===== src/rtl/mips_pkg.sv =====
// rtl/mips_pkg.sv - shared types for the multiply/divide unit
//
// Purpose: operation and FSM state encodings used by mult_div_unit, plus
// small decode helpers so the op bit meanings live in one place.
// Ports: none (package).

package mips_pkg;

   // bit 1 selects divide, bit 0 selects unsigned
   typedef enum logic [1:0] {
      MD_MULT  = 2'b00,
      MD_MULTU = 2'b01,
      MD_DIV   = 2'b10,
      MD_DIVU  = 2'b11
   } md_op_t;

   typedef enum logic [1:0] {
      MD_IDLE = 2'b00,
      MD_RUN  = 2'b01,
      MD_FIX  = 2'b10,
      MD_DONE = 2'b11
   } md_state_t;

   function automatic logic md_is_div(input md_op_t op);
      return op[1];
   endfunction

   function automatic logic md_is_signed(input md_op_t op);
      return ~op[0];
   endfunction

endpackage


===== src/rtl/md_step.sv =====
// rtl/md_step.sv - one combinational multiply/divide iteration
//
// Purpose: computes the next value of the 2*WIDTH working register for a
// single shift-add (multiply) or restoring shift-subtract (divide) step.
// Both operations work on unsigned magnitudes; signs are fixed up later.
// Ports:
//   is_div  in   1          1 = divide step, 0 = multiply step
//   work    in   2*WIDTH    working register {upper, lower}
//   opnd    in   WIDTH      multiplicand or divisor magnitude
//   work_nx out  2*WIDTH    working register after this step

module md_step #(
   parameter int WIDTH = 32
) (
   input  logic               is_div,
   input  logic [2*WIDTH-1:0] work,
   input  logic [WIDTH-1:0]   opnd,
   output logic [2*WIDTH-1:0] work_nx
);

   logic [WIDTH:0]   sum;
   logic [WIDTH:0]   rem_sh;
   logic [WIDTH-1:0] diff;
   logic             take;

   always_comb begin
      // multiply: upper half accumulates (with carry) then the whole
      // register shifts right, consuming one multiplier bit from work[0]
      sum    = {1'b0, work[2*WIDTH-1:WIDTH]} +
               (work[0] ? {1'b0, opnd} : {(WIDTH+1){1'b0}});

      // divide: partial remainder shifted left with the next dividend bit;
      // remainder stays below the divisor so the difference fits WIDTH bits
      rem_sh = work[2*WIDTH-1:WIDTH-1];
      take   = (rem_sh >= {1'b0, opnd});
      diff   = rem_sh[WIDTH-1:0] - opnd;

      if (is_div) begin
         work_nx = {(take ? diff : rem_sh[WIDTH-1:0]), work[WIDTH-2:0], take};
      end else begin
         work_nx = {sum, work[WIDTH-1:1]};
      end
   end

endmodule


===== src/rtl/mult_div_unit.sv =====
// rtl/mult_div_unit.sv - iterative MULT/MULTU/DIV/DIVU unit with HI/LO
//
// Purpose: sequential multiplier/divider producing HI/LO. One iteration per
// cycle in RUN, sign correction and HI/LO write in FIX, one-cycle done in
// DONE. Direct HI/LO writes are accepted only while not busy.
// Ports:
//   clk       in   1      system clock, rising edge
//   reset_n   in   1      asynchronous active-low reset
//   start     in   1      launch request, honoured in IDLE only
//   op        in   2      00 MULT, 01 MULTU, 10 DIV, 11 DIVU
//   a, b      in   WIDTH  multiplicand/dividend, multiplier/divisor
//   abort     in   1      cancel operation in RUN or FIX
//   hi_we     in   1      direct HI write enable
//   lo_we     in   1      direct LO write enable
//   wdata     in   WIDTH  direct write data
//   hi, lo    out  WIDTH  result registers
//   busy      out  1      high in RUN and FIX
//   done      out  1      one-cycle completion pulse
//   div_zero  out  1      last completed operation divided by zero

module mult_div_unit
   import mips_pkg::*;
#(
   parameter int WIDTH = 32
) (
   input  logic             clk,
   input  logic             reset_n,
   input  logic             start,
   input  logic [1:0]       op,
   input  logic [WIDTH-1:0] a,
   input  logic [WIDTH-1:0] b,
   input  logic             abort,
   input  logic             hi_we,
   input  logic             lo_we,
   input  logic [WIDTH-1:0] wdata,
   output logic [WIDTH-1:0] hi,
   output logic [WIDTH-1:0] lo,
   output logic             busy,
   output logic             done,
   output logic             div_zero
);

   localparam int CW = $clog2(WIDTH);

   md_state_t          state_q, state_d;
   md_op_t             op_q, op_in;
   logic [CW-1:0]      cnt_q;
   logic [2*WIDTH-1:0] work_q, work_nx, prod_fix;
   logic [WIDTH-1:0]   opnd_q, a_q, hi_q, lo_q;
   logic [WIDTH-1:0]   a_mag, b_mag, quo, rem, fix_hi, fix_lo;
   logic               neg_q, neg_rem_q, dz_q, fix_dz, is_div_q, wr_ok;

   assign op_in    = md_op_t'(op);
   assign is_div_q = md_is_div(op_q);
   assign wr_ok    = (state_q == MD_IDLE) || (state_q == MD_DONE);

   // magnitudes: absolute value for signed ops; the most-negative value
   // negates to itself, which is already its correct unsigned magnitude
   always_comb begin
      a_mag = a;
      b_mag = b;
      if (md_is_signed(op_in) && a[WIDTH-1]) a_mag = -a;
      if (md_is_signed(op_in) && b[WIDTH-1]) b_mag = -b;
   end

   md_step #(.WIDTH(WIDTH)) u_step (
      .is_div  (is_div_q),
      .work    (work_q),
      .opnd    (opnd_q),
      .work_nx (work_nx)
   );

   // sign correction of the finished magnitude result
   always_comb begin
      fix_hi   = '0;
      fix_lo   = '0;
      fix_dz   = 1'b0;
      prod_fix = neg_q ? -work_q : work_q;
      quo      = work_q[WIDTH-1:0];
      rem      = work_q[2*WIDTH-1:WIDTH];
      if (is_div_q) begin
         if (opnd_q == '0) begin
            fix_hi = a_q;
            fix_lo = '1;
            fix_dz = 1'b1;
         end else begin
            fix_hi = neg_rem_q ? -rem : rem;
            fix_lo = neg_q ? -quo : quo;
         end
      end else begin
         fix_hi = prod_fix[2*WIDTH-1:WIDTH];
         fix_lo = prod_fix[WIDTH-1:0];
      end
   end

   always_ff @(posedge clk or negedge reset_n) begin
      if (!reset_n) state_q <= MD_IDLE;
      else          state_q <= state_d;
   end

   always_comb begin
      state_d = state_q;
      case (state_q)
         MD_IDLE: if (start) state_d = MD_RUN;
         MD_RUN: begin
            if (abort)             state_d = MD_IDLE;
            else if (cnt_q == '0)  state_d = MD_FIX;
         end
         MD_FIX:  state_d = abort ? MD_IDLE : MD_DONE;
         MD_DONE: state_d = MD_IDLE;
         default: state_d = MD_IDLE;
      endcase
   end

   always_ff @(posedge clk or negedge reset_n) begin
      if (!reset_n) begin
         op_q      <= MD_MULT;
         cnt_q     <= '0;
         work_q    <= '0;
         opnd_q    <= '0;
         a_q       <= '0;
         neg_q     <= 1'b0;
         neg_rem_q <= 1'b0;
         hi_q      <= '0;
         lo_q      <= '0;
         dz_q      <= 1'b0;
      end else begin
         case (state_q)
            MD_IDLE: begin
               if (start) begin
                  op_q      <= op_in;
                  a_q       <= a;
                  opnd_q    <= b_mag;
                  work_q    <= {{WIDTH{1'b0}}, a_mag};
                  cnt_q     <= CW'(WIDTH - 1);
                  neg_q     <= md_is_signed(op_in) & (a[WIDTH-1] ^ b[WIDTH-1]);
                  neg_rem_q <= md_is_signed(op_in) & md_is_div(op_in) & a[WIDTH-1];
               end
            end
            MD_RUN: begin
               if (!abort) begin
                  work_q <= work_nx;
                  if (cnt_q != '0) cnt_q <= cnt_q - CW'(1);
               end
            end
            MD_FIX: begin
               if (!abort) begin
                  hi_q <= fix_hi;
                  lo_q <= fix_lo;
                  dz_q <= fix_dz;
               end
            end
            default: ;
         endcase
         // direct writes never coincide with the FIX result write
         if (wr_ok && hi_we) hi_q <= wdata;
         if (wr_ok && lo_we) lo_q <= wdata;
      end
   end

   assign hi       = hi_q;
   assign lo       = lo_q;
   assign busy     = (state_q == MD_RUN) || (state_q == MD_FIX);
   assign done     = (state_q == MD_DONE);
   assign div_zero = dz_q;

endmodule

===== config.mk =====
export PLATFORM = sky130hd
export DESIGN_NAME = mult_div_unit
export DESIGN_NICKNAME = d
export VERILOG_FILES = /design/src/rtl/mips_pkg.sv /design/src/rtl/md_step.sv /design/src/rtl/mult_div_unit.sv
export SDC_FILE = /design/constraint.sdc
export NUM_CORES = 1
export LEC_CHECK = 0
export BUFFER_PORTS_ARGS = -buffer_cell sky130_fd_sc_hd__buf_2
export CAP_MARGIN = 20
export CORE_MARGIN = 4
export CORE_UTILIZATION = 35
export DETAILED_ROUTE_END_ITERATION = 7
export HOLD_SLACK_MARGIN = 0.05
export PLACE_DENSITY_LB_ADDON = 0.12
export RECOVER_POWER = 100
export SYNTH_ARGS = -nofsm -noshare
export SYNTH_HDL_FRONTEND = slang
export SYNTH_SLANG_ARGS = --single-unit
export TNS_END_PERCENT = 10

===== constraint.sdc =====
create_clock -name clk -period 4.53 [get_ports clk]
set_clock_uncertainty 0.15 [all_clocks]
set_input_delay 0.453 -clock clk [delete_from_list [all_inputs] [get_ports clk]]
set_output_delay 0.453 -clock clk [all_outputs]
set_load 0.05 [all_outputs]

==> out/summary.md <==
The flow ran to the end, but the final reports show violations. The checks that failed: max-capacitance violations, max-slew violations. The die covers 50800 µm².

The delay of the slowest cell on the worst path was 0.51 ns; the sequential share of power was 23.7%. For the number of global-route vias before repair, the log shows 15694. In this run, placement finished with an instance count of 2775. The tools report the sum of routed wire length over all layers as 63.2 mm. The logs give 0 for the post-CTS setup-driven buffer insertion count and 16276 for the total number of vias. The run gives 79 as the count of standard-cell rows.

The final critical-path required period works out to 4.19 ns. The worst-case hold slack was 0.0763 ns. The adder and majority cell fraction of the synthesized area is 5.84%. In this run, synthesis inferred 0 flip-flops with an integrated enable. Cells fill 41.3% of the core in the end. Grouping stages by cell kind, the critical path spends the most delay in compound AO/OA/AOI/OAI gates. Routability-driven placement finished with a final weighted congestion of 0.930. In the synthesized netlist, the number of instances is 2082. The register bit total from synthesis is 203, and the worst supply voltage drop on vdd is 0.000314 V. The post-synthesis simple-gate area fraction was 17.6%; the signed area change from the synthesized netlist to the final layout was 16.5%. Launching element of the worst setup path: work_q[0]$_DFFE_PN0P_. Cell internal power was estimated by the tool at 7160 µW.

The run gives 0 as the initial antenna violation count. In the final layout, the share of cells above drive strength 1 is 11.0%. The number of max-slew violations in the final report is 257. Timing would allow up to 238 MHz. The worst pin sits at a relative slew slack of -65.7%.

The number of primary I/O pins is 171, and the global route total overflow is 0. From left edge to right edge, the die measures 225 µm. The HPWL after detailed placement came out at 47.9 mm. The combinational share of power came out at 62.9%. Clock-pin slew was measured on the worst setup and hold paths at 0.06 ns. The part of the cycle the worst path needs was 92.6%. Of the total synthesized cell area, the portion taken by XOR and XNOR cells is 10.3%. The fraction of the mapped netlist area in compound gates was 25.0%; the remaining antenna violation count was 0.

The analysis attributes to net switching a power of 8020 µW. Of the total power, the clock network draws 13.5%. Multiplexer cells account for 5.15% of the synthesized area. Setup repair after global routing left no endpoint under its margin.

Entering global routing, the biggest net connects 91 pins. In this run the static leakage power is 0.00828 µW. The insertion delay of the later-clocked pin in the worst-skew pair was 0.58 ns.

From bottom edge to top edge, the die measures 225 µm. The count of unique library cells instantiated by Yosys came out at 77. The finished layout holds 2876 standard cells, fillers aside. The number of hold buffers added after CTS was 55. The post-cts sizing count is 0. After synthesis, the largest family of logic cells by area is compound AO/OA/AOI/OAI gates. Among all flip-flop cells after synthesis, the most frequent one is sky130_fd_sc_hd__dfrtp_1. The power density over cell area came out at 788 nW/µm². In this design, the critical path's most frequently occurring cell is sky130_fd_sc_hd__buf_4.

For the first-pass detailed-route iteration total, the log shows 5. The run gives 27 as the number of buffers inserted during clock tree synthesis. The critical path data required time was 4.84 ns; the area inside the core boundary was 46700 µm². The switching share of power was 52.8%; the H-tree depth was 1. For this design, the slowest cell found on the critical path is sky130_fd_sc_hd__o31ai_1. The count of buffers added on input and output ports is 170. The share of the Yosys chip area taken by registers is 30.7%. The synthesized area per cell works out to 7.94 µm². The root cell of the clock tree is sky130_fd_sc_hd__clkbuf_16. The setup violation total in the final timing report was 0.

The tools report the number of nets in the layout as 2432. Path category of the worst min-delay check: input port to flip-flop. The mean number of vias per cell works out to 5.66. In the final routed layout, each cell accounts on average for 22.0 µm. For this run, design rule violations remaining after detail routing come to 0. The worst setup path is captured at a flip-flop. The startpoint identified for the worst register-to-register timing path is work_q[0]$_DFFE_PN0P_. The kind of start point of the critical path was a flip-flop. The transition at the pin with the smallest max-transition slack is 2.49 ns, and the wire length of the first global-routing pass is 95.6 mm. Global routing consumed, over all layers together, 24.0% of the routing resources. The number of buffer and inverter instances along the worst setup path was 4. The biggest fanout along the worst timing path came out at 22. Type of the worst setup path: flip-flop to flip-flop. In this run the cell area of the synthesized design comes to 16500 µm². The post-synthesis async set-or-reset flop share was 100%. The initial utilization of the core area, before any placement, comes to 35.4%.

The number of warning messages in the yosys log is 0, and the total negative slack is 0 ns. STA puts the critical path data arrival time at 4.50 ns. For the count of inserted antenna diode cells, the log shows 0. Counting along the longest clock path gives a buffer depth of 3. Synthesis produced a netlist with a net count of 2262.

The hold violation count in the final report was 0. The signal on the critical path passes through inv_1 > buf_4 > clkbuf_2 > nor2_1 > ha_1 > nand3_1 > a211oi_1 > buf_4 > o211a_1 > a21oi_1 > o31ai_1 > a22oi_1 > mux2i_1 > a32o_1. TritonCTS built the clock tree. The tools report the max-capacitance violation count as 4.

For this design, the sink count on the clock tree is 203. In this run, the number of DRC markers left after iteration 0 of detailed routing was 1319. The startpoint identified for the worst hold timing path is b[6].
power groups by stage:
stage | clock network, µW | logic, µW | registers, µW
2_1_floorplan | 0 | 6130 | 4160
3_3_place_gp | 0 | 9550 | 3580
3_5_place_dp | 0 | 9580 | 3610
4_1_cts | 2100 | 9660 | 3570
5_1_grt | 2170 | 10500 | 3700
6_report | 2040 | 9550 | 3590
cells by family after synthesis:
logic type,Yosys count
simple gates,629
buf+inv,225
compound gates,673
mux,81
flops,203
xor+xnor,195
fa+ha+maj,76
cells in the final DEF (no fill, tap or decap), types with 19 or more instances in the layout:
| master | count |
|---|---|
| sky130_fd_sc_hd__o22ai_1 | 27 |
| sky130_fd_sc_hd__clkbuf_16 | 27 |
| sky130_fd_sc_hd__a21o_1 | 26 |
| sky130_fd_sc_hd__a211oi_1 | 26 |
| sky130_fd_sc_hd__buf_4 | 48 |
| sky130_fd_sc_hd__dfrtp_1 | 202 |
| sky130_fd_sc_hd__o21ai_0 | 269 |
| sky130_fd_sc_hd__mux2i_1 | 49 |
| sky130_fd_sc_hd__o211ai_1 | 19 |
| sky130_fd_sc_hd__xor2_1 | 71 |
| sky130_fd_sc_hd__inv_1 | 78 |
| sky130_fd_sc_hd__or3_1 | 19 |
| sky130_fd_sc_hd__xnor2_1 | 124 |
| sky130_fd_sc_hd__ha_1 | 73 |
| sky130_fd_sc_hd__a21oi_1 | 135 |
| sky130_fd_sc_hd__nor4_1 | 27 |
| sky130_fd_sc_hd__nor3_1 | 29 |
| sky130_fd_sc_hd__dlygate4sd3_1 | 55 |
| sky130_fd_sc_hd__nand3_1 | 26 |
| sky130_fd_sc_hd__a31oi_1 | 19 |
| sky130_fd_sc_hd__mux2_2 | 32 |
| sky130_fd_sc_hd__buf_2 | 101 |
| sky130_fd_sc_hd__o41ai_1 | 19 |
| sky130_fd_sc_hd__nor2_1 | 145 |
| sky130_fd_sc_hd__a22oi_1 | 26 |
| sky130_fd_sc_hd__nand2_1 | 272 |
| sky130_fd_sc_hd__or4_1 | 19 |
| sky130_fd_sc_hd__clkbuf_1 | 83 |
| sky130_fd_sc_hd__o31ai_1 | 36 |
flip-flops by register name, indices dropped and copies added, names as in the netlist:
name	flops
neg_q	1
work_q	64
cnt_q	5
lo	32
opnd_q	32
neg_rem_q	1
div_zero	1
state_q	2
hi	32
a_q	32
op_q	1
layout make-up:
cell class / instances / area [µm²]
fill: 4879 / 27400
multi-input combinational: 1654 / 10600
sequential: 203 / 5080
timing repair buffer: 287 / 1740
clock buffer: 39 / 771
tap: 607 / 759
inverter: 79 / 297
clock inverter: 7 / 52.6
worst register-to-register path: stages, from the launching register on:
cell and delay, ns:
sky130_fd_sc_hd__dfrtp_1 0.46, sky130_fd_sc_hd__inv_1 0.11, sky130_fd_sc_hd__buf_4 0.21, sky130_fd_sc_hd__clkbuf_2 0.47
sky130_fd_sc_hd__nor2_1 0.12, sky130_fd_sc_hd__ha_1 0.38, sky130_fd_sc_hd__nand3_1 0.13, sky130_fd_sc_hd__a211oi_1 0.30
sky130_fd_sc_hd__buf_4 0.18, sky130_fd_sc_hd__o211a_1 0.22, sky130_fd_sc_hd__a21oi_1 0.17, sky130_fd_sc_hd__o31ai_1 0.51
sky130_fd_sc_hd__a22oi_1 0.26, sky130_fd_sc_hd__mux2i_1 0.18, sky130_fd_sc_hd__a32o_1 0.23
per-stage QoR:
stage | worst slack [ns] | total power, µW | area, µm²
finish | 0.337 | 15200 | 19300
global route | 0.104 | 16300 | 19300
CTS | 0.394 | 15300 | 19500
detailed placement | 0.420 | 13200 | 18100
global placement | 0.405 | 13100 | 18100
floorplan | 0.939 | 10300 | 16500
synthesized netlist by cell type, types with 27 or more instances:
library cell	count	area, µm²
sky130_fd_sc_hd__clkbuf_1	134	503
sky130_fd_sc_hd__mux2i_1	49	490
sky130_fd_sc_hd__o31ai_1	36	270
sky130_fd_sc_hd__nor2_1	146	548
sky130_fd_sc_hd__o22ai_1	27	169
sky130_fd_sc_hd__xnor2_1	124	1090
sky130_fd_sc_hd__mux2_2	32	360
sky130_fd_sc_hd__o21ai_0	266	1330
sky130_fd_sc_hd__nor4_1	27	169
sky130_fd_sc_hd__a21oi_1	135	676
sky130_fd_sc_hd__nor3_1	29	145
sky130_fd_sc_hd__nand2_1	273	1020
sky130_fd_sc_hd__xor2_1	71	622
sky130_fd_sc_hd__dfrtp_1	203	5080
sky130_fd_sc_hd__ha_1	74	926
sky130_fd_sc_hd__inv_1	78	293
metal layers:
metal | GRT usage [%] | vias to the layer above | wire (µm)
li1 | - | 7810 | -
met4 | 5.32 | 0 | 1550
met3 | 2.53 | 85 | 3400
met1 | 34.0 | 7848 | 29100
met2 | 39.9 | 533 | 29100
met5 | 0 | - | 0
final timing paths:
path                                               end  slack [ns]  cells past startpoint
worst max-delay path            work_q[61]$_DFFE_PN0P_        0.34                     14
worst min-delay path             opnd_q[6]$_DFFE_PN0P_        0.08                      3
worst max register to register  work_q[61]$_DFFE_PN0P_        0.34                     14
worst min register to register     a_q[30]$_DFFE_PN0P_        0.33                      2
max in group asynchronous          a_q[11]$_DFFE_PN0P_        0.79                      3
min in group asynchronous           hi[31]$_DFFE_PN0P_        1.03                      2
(Power assumes the default switching activity.)
